### src/rtl/gram_pkg.sv
// Shared GRAM geometry, scanner state encoding and the tagged pixel record
// exchanged between GRAM, the scanner and the panel driver.
package gram_pkg;

  localparam int unsigned H_PIX      = 25;
  localparam int unsigned V_PIX      = 15;
  localparam int unsigned GRAM_DEPTH = H_PIX * V_PIX;
  localparam int unsigned PIX_W      = 4;
  localparam int unsigned ADDR_W     = 9;

  typedef enum logic [1:0] {
    IDLE  = 2'd0,
    SCAN  = 2'd1,
    DRAIN = 2'd2
  } scan_state_t;

  typedef struct packed {
    logic             sof;
    logic             eol;
    logic [PIX_W-1:0] data;
  } pix_tag_t;

endpackage

### src/rtl/gram_scanner_if.sv
// GRAM read port plus tagged pixel stream; the scanner is the master side,
// GRAM/panel driver environment is the slave side.
interface gram_scanner_if;
  import gram_pkg::*;

  logic [ADDR_W-1:0] gram_addr_o;
  logic [PIX_W-1:0]  gram_data_i;
  logic              pix_valid_o;
  logic              pix_ready_i;
  logic [PIX_W-1:0]  pix_data_o;
  logic              pix_sof_o;
  logic              pix_eol_o;

  modport master (
    output gram_addr_o,
    input  gram_data_i,
    output pix_valid_o,
    input  pix_ready_i,
    output pix_data_o,
    output pix_sof_o,
    output pix_eol_o
  );

  modport slave (
    input  gram_addr_o,
    output gram_data_i,
    input  pix_valid_o,
    output pix_ready_i,
    input  pix_data_o,
    input  pix_sof_o,
    input  pix_eol_o
  );

endinterface

### src/rtl/gram_scanner_pix_fifo2.sv
// Two-entry registered FIFO of tagged pixels; absorbs GRAM read latency
// against sink backpressure.
module pix_fifo2
  import gram_pkg::*;
(
  input  logic       clk,
  input  logic       rst_n,
  input  logic       i_push,
  input  pix_tag_t   i_data,
  input  logic       i_pop,
  output pix_tag_t   o_head,
  output logic [1:0] o_count
);

  pix_tag_t   r_mem [2];
  logic       r_wr_ptr;
  logic       r_rd_ptr;
  logic [1:0] r_count;

  always_ff @(posedge clk or negedge rst_n) begin
    if (!rst_n) begin
      for (int unsigned i = 0; i < 2; i++) r_mem[i] <= '0;
      r_wr_ptr <= 1'b0;
      r_rd_ptr <= 1'b0;
      r_count  <= '0;
    end else begin
      if (i_push) begin
        r_mem[r_wr_ptr] <= i_data;
        r_wr_ptr        <= ~r_wr_ptr;
      end
      if (i_pop) r_rd_ptr <= ~r_rd_ptr;
      case ({i_push, i_pop})
        2'b10:   r_count <= r_count + 2'd1;
        2'b01:   r_count <= r_count - 2'd1;
        default: r_count <= r_count;
      endcase
    end
  end

  assign o_head  = r_mem[r_rd_ptr];
  assign o_count = r_count;

  a_no_overflow:  assert property (@(posedge clk) disable iff (!rst_n)
                                   !(i_push && !i_pop && (r_count == 2'd2)));
  a_no_underflow: assert property (@(posedge clk) disable iff (!rst_n)
                                   !(i_pop && (r_count == 2'd0)));

endmodule

### src/rtl/gram_scanner.sv
// Display-side GRAM read master: once per frame tick sweeps the pixel grid
// and emits a raster-ordered, SOF/EOL tagged pixel stream.
module gram_scanner
  import gram_pkg::scan_state_t;
  import gram_pkg::pix_tag_t;
  import gram_pkg::ADDR_W;
  import gram_pkg::IDLE;
  import gram_pkg::SCAN;
  import gram_pkg::DRAIN;
#(
  parameter int unsigned H_PIX     = 25,
  parameter int unsigned V_PIX     = 15,
  parameter int unsigned FRAME_DIV = 50000
) (
  input  logic           clk,
  input  logic           rst_n,
  input  logic           en_i,
  gram_scanner_if.master bus,
  output logic           busy_o,
  output logic           frame_done_o,
  output logic           overrun_o
);

  localparam int unsigned CNT_W  = $clog2(FRAME_DIV);
  localparam int unsigned COL_W  = (H_PIX > 1) ? $clog2(H_PIX) : 1;
  localparam int unsigned LINE_W = (V_PIX > 1) ? $clog2(V_PIX) : 1;

  scan_state_t       r_state;
  scan_state_t       w_state_nxt;
  logic [CNT_W-1:0]  r_tick_cnt;
  logic              w_tick;
  logic              w_start;
  logic              w_frame_done;
  logic              r_overrun;

  logic [ADDR_W-1:0] r_next_addr;
  logic [ADDR_W-1:0] r_held_addr;
  logic [COL_W-1:0]  r_col;
  logic [LINE_W-1:0] r_line;
  logic              w_last;
  logic              w_issue;
  logic [1:0]        w_occ;

  logic              r_inflight;
  logic              r_if_sof;
  logic              r_if_eol;

  pix_tag_t          w_bypass_tag;
  pix_tag_t          w_fifo_head;
  pix_tag_t          w_out_tag;
  logic [1:0]        w_fifo_count;
  logic              w_fifo_nonempty;
  logic              w_fifo_push;
  logic              w_fifo_pop;
  logic              w_out_valid;

  always_ff @(posedge clk or negedge rst_n) begin
    if (!rst_n) begin
      r_tick_cnt <= '0;
    end else if (!en_i || (r_tick_cnt == CNT_W'(FRAME_DIV - 1))) begin
      r_tick_cnt <= '0;
    end else begin
      r_tick_cnt <= r_tick_cnt + CNT_W'(1);
    end
  end

  assign w_tick  = en_i && (r_tick_cnt == CNT_W'(FRAME_DIV - 1));
  assign w_start = (r_state == IDLE) && w_tick;

  assign w_occ   = w_fifo_count + {1'b0, r_inflight};
  assign w_issue = (r_state == SCAN) && (w_occ < 2'd2);
  assign w_last  = (r_col == COL_W'(H_PIX - 1)) && (r_line == LINE_W'(V_PIX - 1));

  always_ff @(posedge clk or negedge rst_n) begin
    if (!rst_n) r_state <= IDLE;
    else        r_state <= w_state_nxt;
  end

  always_comb begin
    w_state_nxt  = r_state;
    w_frame_done = 1'b0;
    case (r_state)
      IDLE:  if (w_start) w_state_nxt = SCAN;
      SCAN:  if (w_issue && w_last) w_state_nxt = DRAIN;
      DRAIN: begin
        if (!w_fifo_nonempty && !r_inflight) begin
          w_state_nxt  = IDLE;
          w_frame_done = 1'b1;
        end
      end
      default: w_state_nxt = IDLE;
    endcase
  end

  always_ff @(posedge clk or negedge rst_n) begin
    if (!rst_n) begin
      r_next_addr <= '0;
      r_held_addr <= '0;
      r_col       <= '0;
      r_line      <= '0;
    end else if (w_start) begin
      r_next_addr <= '0;
      r_col       <= '0;
      r_line      <= '0;
    end else if (w_issue) begin
      r_held_addr <= r_next_addr;
      r_next_addr <= r_next_addr + ADDR_W'(1);
      if (r_col == COL_W'(H_PIX - 1)) begin
        r_col  <= '0;
        r_line <= (r_line == LINE_W'(V_PIX - 1)) ? '0 : r_line + LINE_W'(1);
      end else begin
        r_col  <= r_col + COL_W'(1);
      end
    end
  end

  always_ff @(posedge clk or negedge rst_n) begin
    if (!rst_n) begin
      r_inflight <= 1'b0;
      r_if_sof   <= 1'b0;
      r_if_eol   <= 1'b0;
      r_overrun  <= 1'b0;
    end else begin
      r_inflight <= w_issue;
      r_if_sof   <= w_issue && (r_next_addr == '0);
      r_if_eol   <= w_issue && (r_col == COL_W'(H_PIX - 1));
      if (w_tick && (r_state != IDLE)) r_overrun <= 1'b1;
    end
  end

  // Returning read data bypasses the FIFO when it is empty so the first pixel
  // is valid the cycle GRAM presents it; a stalled bypass word is pushed and
  // re-presented unchanged from the FIFO head.
  always_comb begin
    w_bypass_tag      = '0;
    w_bypass_tag.sof  = r_if_sof;
    w_bypass_tag.eol  = r_if_eol;
    w_bypass_tag.data = bus.gram_data_i;
  end

  assign w_fifo_nonempty = (w_fifo_count != 2'd0);
  assign w_out_valid     = w_fifo_nonempty || r_inflight;
  assign w_out_tag       = w_fifo_nonempty ? w_fifo_head : w_bypass_tag;
  assign w_fifo_pop      = w_fifo_nonempty && bus.pix_ready_i;
  assign w_fifo_push     = r_inflight && (w_fifo_nonempty || !bus.pix_ready_i);

  pix_fifo2 u_fifo (
    .clk     (clk),
    .rst_n   (rst_n),
    .i_push  (w_fifo_push),
    .i_data  (w_bypass_tag),
    .i_pop   (w_fifo_pop),
    .o_head  (w_fifo_head),
    .o_count (w_fifo_count)
  );

  assign bus.gram_addr_o = w_issue ? r_next_addr : r_held_addr;
  assign bus.pix_valid_o = w_out_valid;
  assign bus.pix_data_o  = w_out_valid ? w_out_tag.data : '0;
  assign bus.pix_sof_o   = w_out_valid && w_out_tag.sof;
  assign bus.pix_eol_o   = w_out_valid && w_out_tag.eol;

  assign busy_o       = (r_state != IDLE);
  assign frame_done_o = w_frame_done;
  assign overrun_o    = r_overrun;

endmodule

### src/flat_wrapper.sv
// flat-port wrapper written by rule: the top's interface ports become plain ports
module gram_scanner_flat import gram_pkg::scan_state_t; import gram_pkg::pix_tag_t; import gram_pkg::ADDR_W; import gram_pkg::IDLE; import gram_pkg::SCAN; import gram_pkg::DRAIN;
#(
  parameter int unsigned H_PIX     = 25,
  parameter int unsigned V_PIX     = 15,
  parameter int unsigned FRAME_DIV = 50000
)
  (clk, rst_n, en_i, busy_o, frame_done_o, overrun_o, bus_gram_addr_o, bus_gram_data_i, bus_pix_valid_o, bus_pix_ready_i, bus_pix_data_o, bus_pix_sof_o, bus_pix_eol_o);
  gram_scanner_if bus_i ();
  input  logic clk;
  input  logic rst_n;
  input  logic en_i;
  output logic busy_o;
  output logic frame_done_o;
  output logic overrun_o;
  output wire logic [$bits(bus_i.gram_addr_o)-1:0] bus_gram_addr_o;
  input wire logic [$bits(bus_i.gram_data_i)-1:0] bus_gram_data_i;
  output wire logic [$bits(bus_i.pix_valid_o)-1:0] bus_pix_valid_o;
  input wire logic [$bits(bus_i.pix_ready_i)-1:0] bus_pix_ready_i;
  output wire logic [$bits(bus_i.pix_data_o)-1:0] bus_pix_data_o;
  output wire logic [$bits(bus_i.pix_sof_o)-1:0] bus_pix_sof_o;
  output wire logic [$bits(bus_i.pix_eol_o)-1:0] bus_pix_eol_o;
  assign bus_gram_addr_o = bus_i.gram_addr_o;
  assign bus_i.gram_data_i = bus_gram_data_i;
  assign bus_pix_valid_o = bus_i.pix_valid_o;
  assign bus_i.pix_ready_i = bus_pix_ready_i;
  assign bus_pix_data_o = bus_i.pix_data_o;
  assign bus_pix_sof_o = bus_i.pix_sof_o;
  assign bus_pix_eol_o = bus_i.pix_eol_o;
  gram_scanner #(.H_PIX(H_PIX), .V_PIX(V_PIX), .FRAME_DIV(FRAME_DIV)) u_core (.clk(clk), .rst_n(rst_n), .en_i(en_i), .bus(bus_i), .busy_o(busy_o), .frame_done_o(frame_done_o), .overrun_o(overrun_o));
endmodule
### config.mk
export PLATFORM = sky130hd
export DESIGN_NAME = gram_scanner_flat
export DESIGN_NICKNAME = d
export VERILOG_FILES = /design/src/rtl/gram_pkg.sv /design/src/rtl/gram_scanner_if.sv /design/src/rtl/gram_scanner_pix_fifo2.sv /design/src/rtl/gram_scanner.sv /design/src/flat_wrapper.sv
export SDC_FILE = /design/constraint.sdc
export NUM_CORES = 1
export LEC_CHECK = 0
export CAP_MARGIN = 15
export CORE_ASPECT_RATIO = 0.75
export CORE_MARGIN = 2
export CORE_UTILIZATION = 52
export CTS_BUF_LIST = sky130_fd_sc_hd__clkbuf_16
export DETAILED_ROUTE_END_ITERATION = 8
export PLACE_DENSITY = 0.77
export SLEW_MARGIN = 20
export SYNTH_ARGS = -nofsm -noshare
export SYNTH_HDL_FRONTEND = slang
export SYNTH_SLANG_ARGS = --single-unit
### constraint.sdc
create_clock -name clk -period 2.1 [get_ports clk]
set_input_delay 0.42 -clock clk [delete_from_list [all_inputs] [get_ports clk]]
set_output_delay 0.42 -clock clk [all_outputs]
set_load 0.02 [all_outputs]
==> results of run 1 <==
cell usage after synthesis, types with 4 or more instances:
cell and number:
sky130_fd_sc_hd__xor2_1 8, sky130_fd_sc_hd__ha_1 8, sky130_fd_sc_hd__o21ai_0 9, sky130_fd_sc_hd__inv_1 13, sky130_fd_sc_hd__and3_1 4, sky130_fd_sc_hd__nand4_1 8, sky130_fd_sc_hd__xnor2_1 18, sky130_fd_sc_hd__nor2_1 38
sky130_fd_sc_hd__nor3_1 4, sky130_fd_sc_hd__mux2_2 17, sky130_fd_sc_hd__mux2_1 13, sky130_fd_sc_hd__and4b_1 4, sky130_fd_sc_hd__mux2i_1 10, sky130_fd_sc_hd__nand3_1 18, sky130_fd_sc_hd__a21oi_1 7, sky130_fd_sc_hd__nand2_1 8
sky130_fd_sc_hd__dfrtp_1 65, sky130_fd_sc_hd__nor4_1 8
how the worst max path moves through the flow:
| stage | start | to | depth (start not counted) |
|---|---|---|---|
| 2_1_floorplan | u_core.u_fifo.o_count[0] | bus_gram_addr_o[5] | 6 |
| 3_3_place_gp | u_core.r_inflight | bus_gram_addr_o[2] | 5 |
| 6_report | u_core.r_inflight | bus_gram_addr_o[0] | 6 |
| 4_1_cts | u_core.u_fifo.o_count[0] | bus_gram_addr_o[8] | 6 |
| 3_5_place_dp | u_core.r_inflight | bus_gram_addr_o[8] | 5 |
| 5_1_grt | u_core.r_inflight | bus_gram_addr_o[4] | 6 |
sequential cells by signal, indices dropped and copies added (netlist names), 2 cells and up:
| signal | flops |
|---|---|
| u_core.u_fifo.o_count | 2 |
| u_core.r_next_addr | 9 |
| u_core.u_fifo.r_mem | 12 |
| u_core.r_state | 2 |
| u_core.r_held_addr | 9 |
| u_core.r_col | 5 |
| u_core.r_tick_cnt | 16 |
| u_core.r_line | 4 |
logic make-up after synthesis:
logic type | synth area share
AOI/OAI and AO/OA | 0.0510
xor gates and xnor gates | 0.0682
DFF | 0.487
buffers and inverters | 0.0360
adders and majority gates | 0.0300
and+or+nand+nor | 0.196
muxes | 0.131
metrics by stage:
| stage | hold WS (ns) | TNS (ns) | total power (µW) |
|---|---|---|---|
| floorplan | 0.124 | 0 | 3800 |
| global placement | 0.453 | -1.56 | 4770 |
| detailed placement | 0.454 | -1.98 | 4890 |
| CTS | 0.107 | -1.61 | 7010 |
| global route | 0.134 | -2.18 | 7600 |
| finish | 0.0958 | -1.22 | 7190 |
timing repair:
item	in CTS	in global routing
gates cloned	1	1
endpoints found under the setup margin	17	23
gates resized for setup	108	31
pin swaps	2	6
setup buffers	10	4
power by group:
| part | switching (µW) | leakage [µW] | total (µW) | internal [µW] |
|---|---|---|---|---|
| logic | 1630 | 0.00106 | 3600 | 1970 |
| clock network | 551 | 0.000160 | 1590 | 1040 |
| registers | 353 | 0.000821 | 1990 | 1640 |
| total | 2530 | 0.00204 | 7190 | 4650 |
cell type report:
cell class,instances,area share
flip-flops and latches,65,0.367
well taps,81,0.0229
clock inverters,7,0.0209
inverters,13,0.0110
clock buffers,9,0.0508
multi-input cells,215,0.377
repair buffers,72,0.151
critical path: stages, from the launching register on:
cell and delay, ns:
sky130_fd_sc_hd__dfrtp_1 0.40, sky130_fd_sc_hd__and3b_2 0.25, sky130_fd_sc_hd__nor3_4 0.14, sky130_fd_sc_hd__buf_6 0.14
sky130_fd_sc_hd__buf_12 0.12, sky130_fd_sc_hd__mux2_4 0.30, sky130_fd_sc_hd__buf_6 0.13
layer usage:
layer | vias to the layer above | routed length [µm] | GRT usage
met5 | - | 0 | 0
met4 | 0 | 75 | 0.0845
met3 | 6 | 300 | 0.0656
met2 | 50 | 3750 | 0.385
met1 | 1285 | 3370 | 0.297
li1 | 1227 | - | -
==> qor.txt, run 1 <==
tightest slew margin relative to the limit: 0.646
IO Pins: 27
Worst Skew: 0.00819 ns
count of placed standard cells including taps: 431
net count after synthesis: 321
clock-pin transition on the worst setup and hold timing paths: 0.06 ns
Storage cell area: 1630 µm²
required time reported for the critical path endpoint: 1.68 ns
worst setup timing slack at the placement stage: -0.193 ns
vias per inst: 5.56
initial antenna violation count: 0
outcome: finished with violations
global-route usage over all layers: 0.234
starting density of the core: 0.533
number of global-route vias before repair: 2666
fraction of final layout cells with drive strength greater than 1: 0.333
Post-route DRC: 0
clock root buffer: sky130_fd_sc_hd__clkbuf_16
placement-stage cell area: 3890 µm²
Floorplan Core Area: 6260 µm²
endpoint of the worst-slack reg-to-reg timing path: u_core.r_col[2]
average cell area after synthesis: 10.9 µm²
Critical Path Sink Type: primary output
most frequent cells in the layout: sky130_fd_sc_hd__dfrtp_1 (65), sky130_fd_sc_hd__buf_4 (40), sky130_fd_sc_hd__nor2_1 (36)
post-synthesis cell area: 3340 µm²
iteration-0 DRC count of the detailed router: 137
Worst Tran Pin Value: 0.527 ns
detailed placement HPWL: 4.57 mm
reg2reg path depth: 11
TritonCTS clock tree: built
Power Density: 1620 nW/µm²
Die Span Y: 73.4 µm
Post-synth top flop: sky130_fd_sc_hd__dfrtp_1
number of instances in the synthesized netlist: 305
total wire length after detailed routing: 7.50 mm
Critical Path Source Type: register
number of failing setup endpoints in the final timing report: 14
Post-Route Utilization: 0.708
setup repair after global routing missed its margin: true
violations in the final reports: setup timing
leakage power figure: 0.00204 µW
number of enable flip-flop cells after synthesis: 0
global-route congestion overflow total: 0
number of buffers created by CTS: 9
largest net degree at the start of global routing: 66
Final min period: 2.24 ns
worst setup path class: register to primary output
reported max-cap violation count: 0
critical register-to-register path startpoint: u_core.r_inflight
fraction of the yosys area taken by sequential cells: 0.487
number of pins with negative max-slew slack in the final report: 0
total count of hold-check failures in the final report: 0
area of the multi-input gates: 1670 µm²
final RePlAce weighted congestion: 0.852
cell area after layout: 4430 µm²
Nets: 392
first-pass GRT wire length: 12.3 mm
worst path setup slack after routing: -0.143 ns
classification of the worst-slack hold path: input port to asynchronous set/reset pin
routed wire length per instance: 16.2 µm
number of nets with antenna violations after routing: 0
share of the synthesized area in the top cell type: 0.487
most area-consuming cells after synthesis: sky130_fd_sc_hd__dfrtp_1 (49%), sky130_fd_sc_hd__mux2_2 (5.7%), sky130_fd_sc_hd__xnor2_1 (4.7%)
total number of vias: 2568
Warnings, synthesis: 0
buffer depth of the longest clock path: 2
source-to-sink clock delay at the later pin of the worst-skew pair: 0.33 ns
Std-Cell Rows: 25
total inserted antenna cells: 0
ratio of final minimum period to clock period: 1.07
count of clock tree sinks: 65
Final Non-Filler Cells: 462
worst reg-to-reg setup slack: 0.10 ns
leading cell type in the layout, fill and taps excluded: sky130_fd_sc_hd__dfrtp_1
floorplan die width: 96.5 µm
CTS H-tree lvls: 3
arrival time worst endpoint: 1.82 ns
layout overhead on the synthesized area: 32.7%
synthesis-stage register bit count: 65
post-synthesis cell type count: 47
number of hold buffers added after cts: 0
Max Clock Freq: 0.446 GHz
cell type with the largest total area after synthesis: sky130_fd_sc_hd__dfrtp_1
count of buffers from port buffering: 26
full die area: 7080 µm²
largest fanout of any net on the critical path: 5
detailed-router iteration count before antenna repair: 4
IR drop worst, VDD: 0.763 mV
number of inserted filler cells in the final layout: 464
proportion of synthesized flip-flops having asynchronous set or reset: 1.00
No activity file was read; power rests on OpenSTA's default activity.
==> run 2, diff against run 1 <==
--- a/config.mk
+++ b/config.mk
@@ -8,10 +8,11 @@
 export CAP_MARGIN = 15
 export CORE_ASPECT_RATIO = 0.75
 export CORE_MARGIN = 2
-export CORE_UTILIZATION = 52
+export CORE_UTILIZATION = 46
 export CTS_BUF_LIST = sky130_fd_sc_hd__clkbuf_16
+export CTS_CLUSTER_DIAMETER = 40
 export DETAILED_ROUTE_END_ITERATION = 8
-export PLACE_DENSITY = 0.77
+export PLACE_DENSITY = 0.7
 export SLEW_MARGIN = 20
 export SYNTH_ARGS = -nofsm -noshare
 export SYNTH_HDL_FRONTEND = slang
==> run 2 against run 1 <==
Net effect: the flow still finishes with violations (setup timing); first-iteration DRC count decreased by 12%; critical path depth decreased by 1; clock skew decreased by 0.0018 ns; clock power decreased by 18%; hold slack got worse by 0.0082 ns; highest routed layer unchanged; non-clock buffer count decreased by 4; setup slack improved by 0.019 ns; sequential power about the same; largest cell class unchanged; die area increased by 12%.
==> qor.txt, run 2 (synthesis results as in run 1) <==
number of buffers created by CTS: 9
Final Non-Filler Cells: 475
crit-path leading delay family: simple AND/OR/NAND/NOR gates
floorplan die width: 102 µm
Critical Path Source: u_core.u_fifo.o_count[0]
starting density of the core: 0.482
source-to-sink clock delay at the later pin of the worst-skew pair: 0.32 ns
worst setup timing slack at the placement stage: -0.225 ns
largest stage delay on the critical path: 0.43 ns
buffer depth of the longest clock path: 2
layout overhead on the synthesized area: 28.7%
number of flip-flops in the largest register: 16
worst hold slack: 0.0876 ns
CTS H-tree lvls: 3
Critical-path top delay cell: sky130_fd_sc_hd__dfrtp_2
detailed placement HPWL: 4.53 mm
critical register-to-register path startpoint: u_core.u_fifo.o_count[0]
IR drop worst, VDD: 0.635 mV
arrival time worst endpoint: 1.80 ns
number of inserted filler cells in the final layout: 563
IO Pins: 27
number of nets with antenna violations after routing: 0
routed wire length per instance: 14.6 µm
setup repair after global routing missed its margin: true
tightest slew margin relative to the limit: 0.688
Max Clock Freq: 0.450 GHz
post-route setup TNS: -1.02 ns
Storage cell area: 1630 µm²
reported max-cap violation count: 0
iteration-0 DRC count of the detailed router: 121
Std-Cell Rows: 26
worst path setup slack after routing: -0.124 ns
largest net degree at the start of global routing: 66
total inserted antenna cells: 0
detailed-router iteration count before antenna repair: 4
number of failing setup endpoints in the final timing report: 9
Power Density: 1530 nW/µm²
Die Span Y: 77.8 µm
initial antenna violation count: 0
Critical Path Source Type: register
Critical Path Sink Type: primary output
largest fanout of any net on the critical path: 7
violations in the final reports: setup timing
fraction of final layout cells with drive strength greater than 1: 0.308
Largest regs: u_core.r_tick_cnt (16), u_core.u_fifo.r_mem (12)
most frequent cells in the layout: sky130_fd_sc_hd__dfrtp_1 (64), sky130_fd_sc_hd__nor2_1 (36), sky130_fd_sc_hd__buf_4 (35)
Post-Route Utilization: 0.620
total wire length after detailed routing: 6.96 mm
Floorplan Core Area: 6930 µm²
worst setup path class: register to primary output
count of clock tree sinks: 65
outcome: finished with violations
register ranked first by flip-flop count: u_core.r_tick_cnt
vias per inst: 5.33
worst path bufs/invs: 2
leading cell type in the layout, fill and taps excluded: sky130_fd_sc_hd__dfrtp_1
CP cell instances: and3b_2 > nor3_4 > buf_12 > mux2_4 > buf_6
count of buffers from port buffering: 26
first-pass GRT wire length: 11.9 mm
count of placed standard cells including taps: 449
Worst Tran Pin Value: 0.467 ns
clock-pin transition on the worst setup and hold timing paths: 0.05 ns
required time reported for the critical path endpoint: 1.68 ns
Nets: 388
full die area: 7960 µm²
global-route congestion overflow total: 0
final RePlAce weighted congestion: 0.843
clock root buffer: sky130_fd_sc_hd__clkbuf_16
total number of vias: 2530
TritonCTS clock tree: built
Worst Skew: 0.00638 ns
Post-route DRC: 0
area of the multi-input gates: 1640 µm²
classification of the worst-slack hold path: input port to asynchronous set/reset pin
global-route usage over all layers: 0.195
number of global-route vias before repair: 2497
Final min period: 2.22 ns
number of pins with negative max-slew slack in the final report: 0
leakage power figure: 0.00198 µW
total count of hold-check failures in the final report: 0
ratio of final minimum period to clock period: 1.06
-- run 2: cell types whose count changed in the layout (fill, tap and decap cells not counted), sizes merged --
cell,before,now
bufinv,2,0
clkbuf,9,13
clkinvlp,0,1
buf,64,56
inv,15,16
-- run 2: final cells by class --
class / count / share of cell area
multi-input combinational: 215 / 0.381
sequential: 65 / 0.379
timing repair buffer: 68 / 0.138
clock buffer: 9 / 0.0524
tap: 98 / 0.0286
inverter: 13 / 0.0114
clock inverter: 7 / 0.00962
-- run 2: worst register-to-register path: stages, from the launching register on --
cell and delay (ns):
sky130_fd_sc_hd__dfrtp_2 0.43, sky130_fd_sc_hd__and3b_2 0.24, sky130_fd_sc_hd__nor3_4 0.20, sky130_fd_sc_hd__buf_12 0.17
sky130_fd_sc_hd__buf_2 0.19, sky130_fd_sc_hd__buf_4 0.19, sky130_fd_sc_hd__mux2_2 0.33
-- run 2: layer usage --
metal  vias to the layer above  share of wire  global-route usage
li1                       1226              -                   -
met5                         -              0                   0
met2                        58           0.47               0.297
met1                      1233           0.48               0.267
met3                        13          0.039              0.0550
met4                         0          0.018              0.0693
-- run 2: power breakdown --
group / total [µW] / internal (µW) / switching, µW
logic: 3280 / 1770 / 1510
clock network: 1310 / 786 / 521
registers: 1980 / 1640 / 338
-- run 2: worst paths after layout --
check                                           endpoint  depth (start not counted)  slack, ns
worst min register to register      u_core.r_tick_cnt[0]                          1       0.46
worst min-delay path               u_core.r_tick_cnt[14]                          2       0.09
max in group asynchronous       u_core.u_fifo.o_count[0]                          2       1.70
worst max-delay path                  bus_gram_addr_o[1]                          5      -0.12
min in group clk                    u_core.r_tick_cnt[0]                          1       0.46
worst max register to register     u_core.r_held_addr[2]                          6       0.24
-- run 2: timing repair --
action                     CTS  global route
pin swaps                    2             3
buffers inserted             7             2
cloned                       0             1
setup endpoints to repair   17            18
gates resized for setup     82            26
hold buffers                 0             0
-- run 2: through the flow --
stage                     total power [µW]  area (µm²)
after floorplan                       3800        3340
after global placement                4800        3920
after detailed placement              4910        3920
after CTS                             6510        4270
after global routing                  7010        4290
final                                 6570        4290
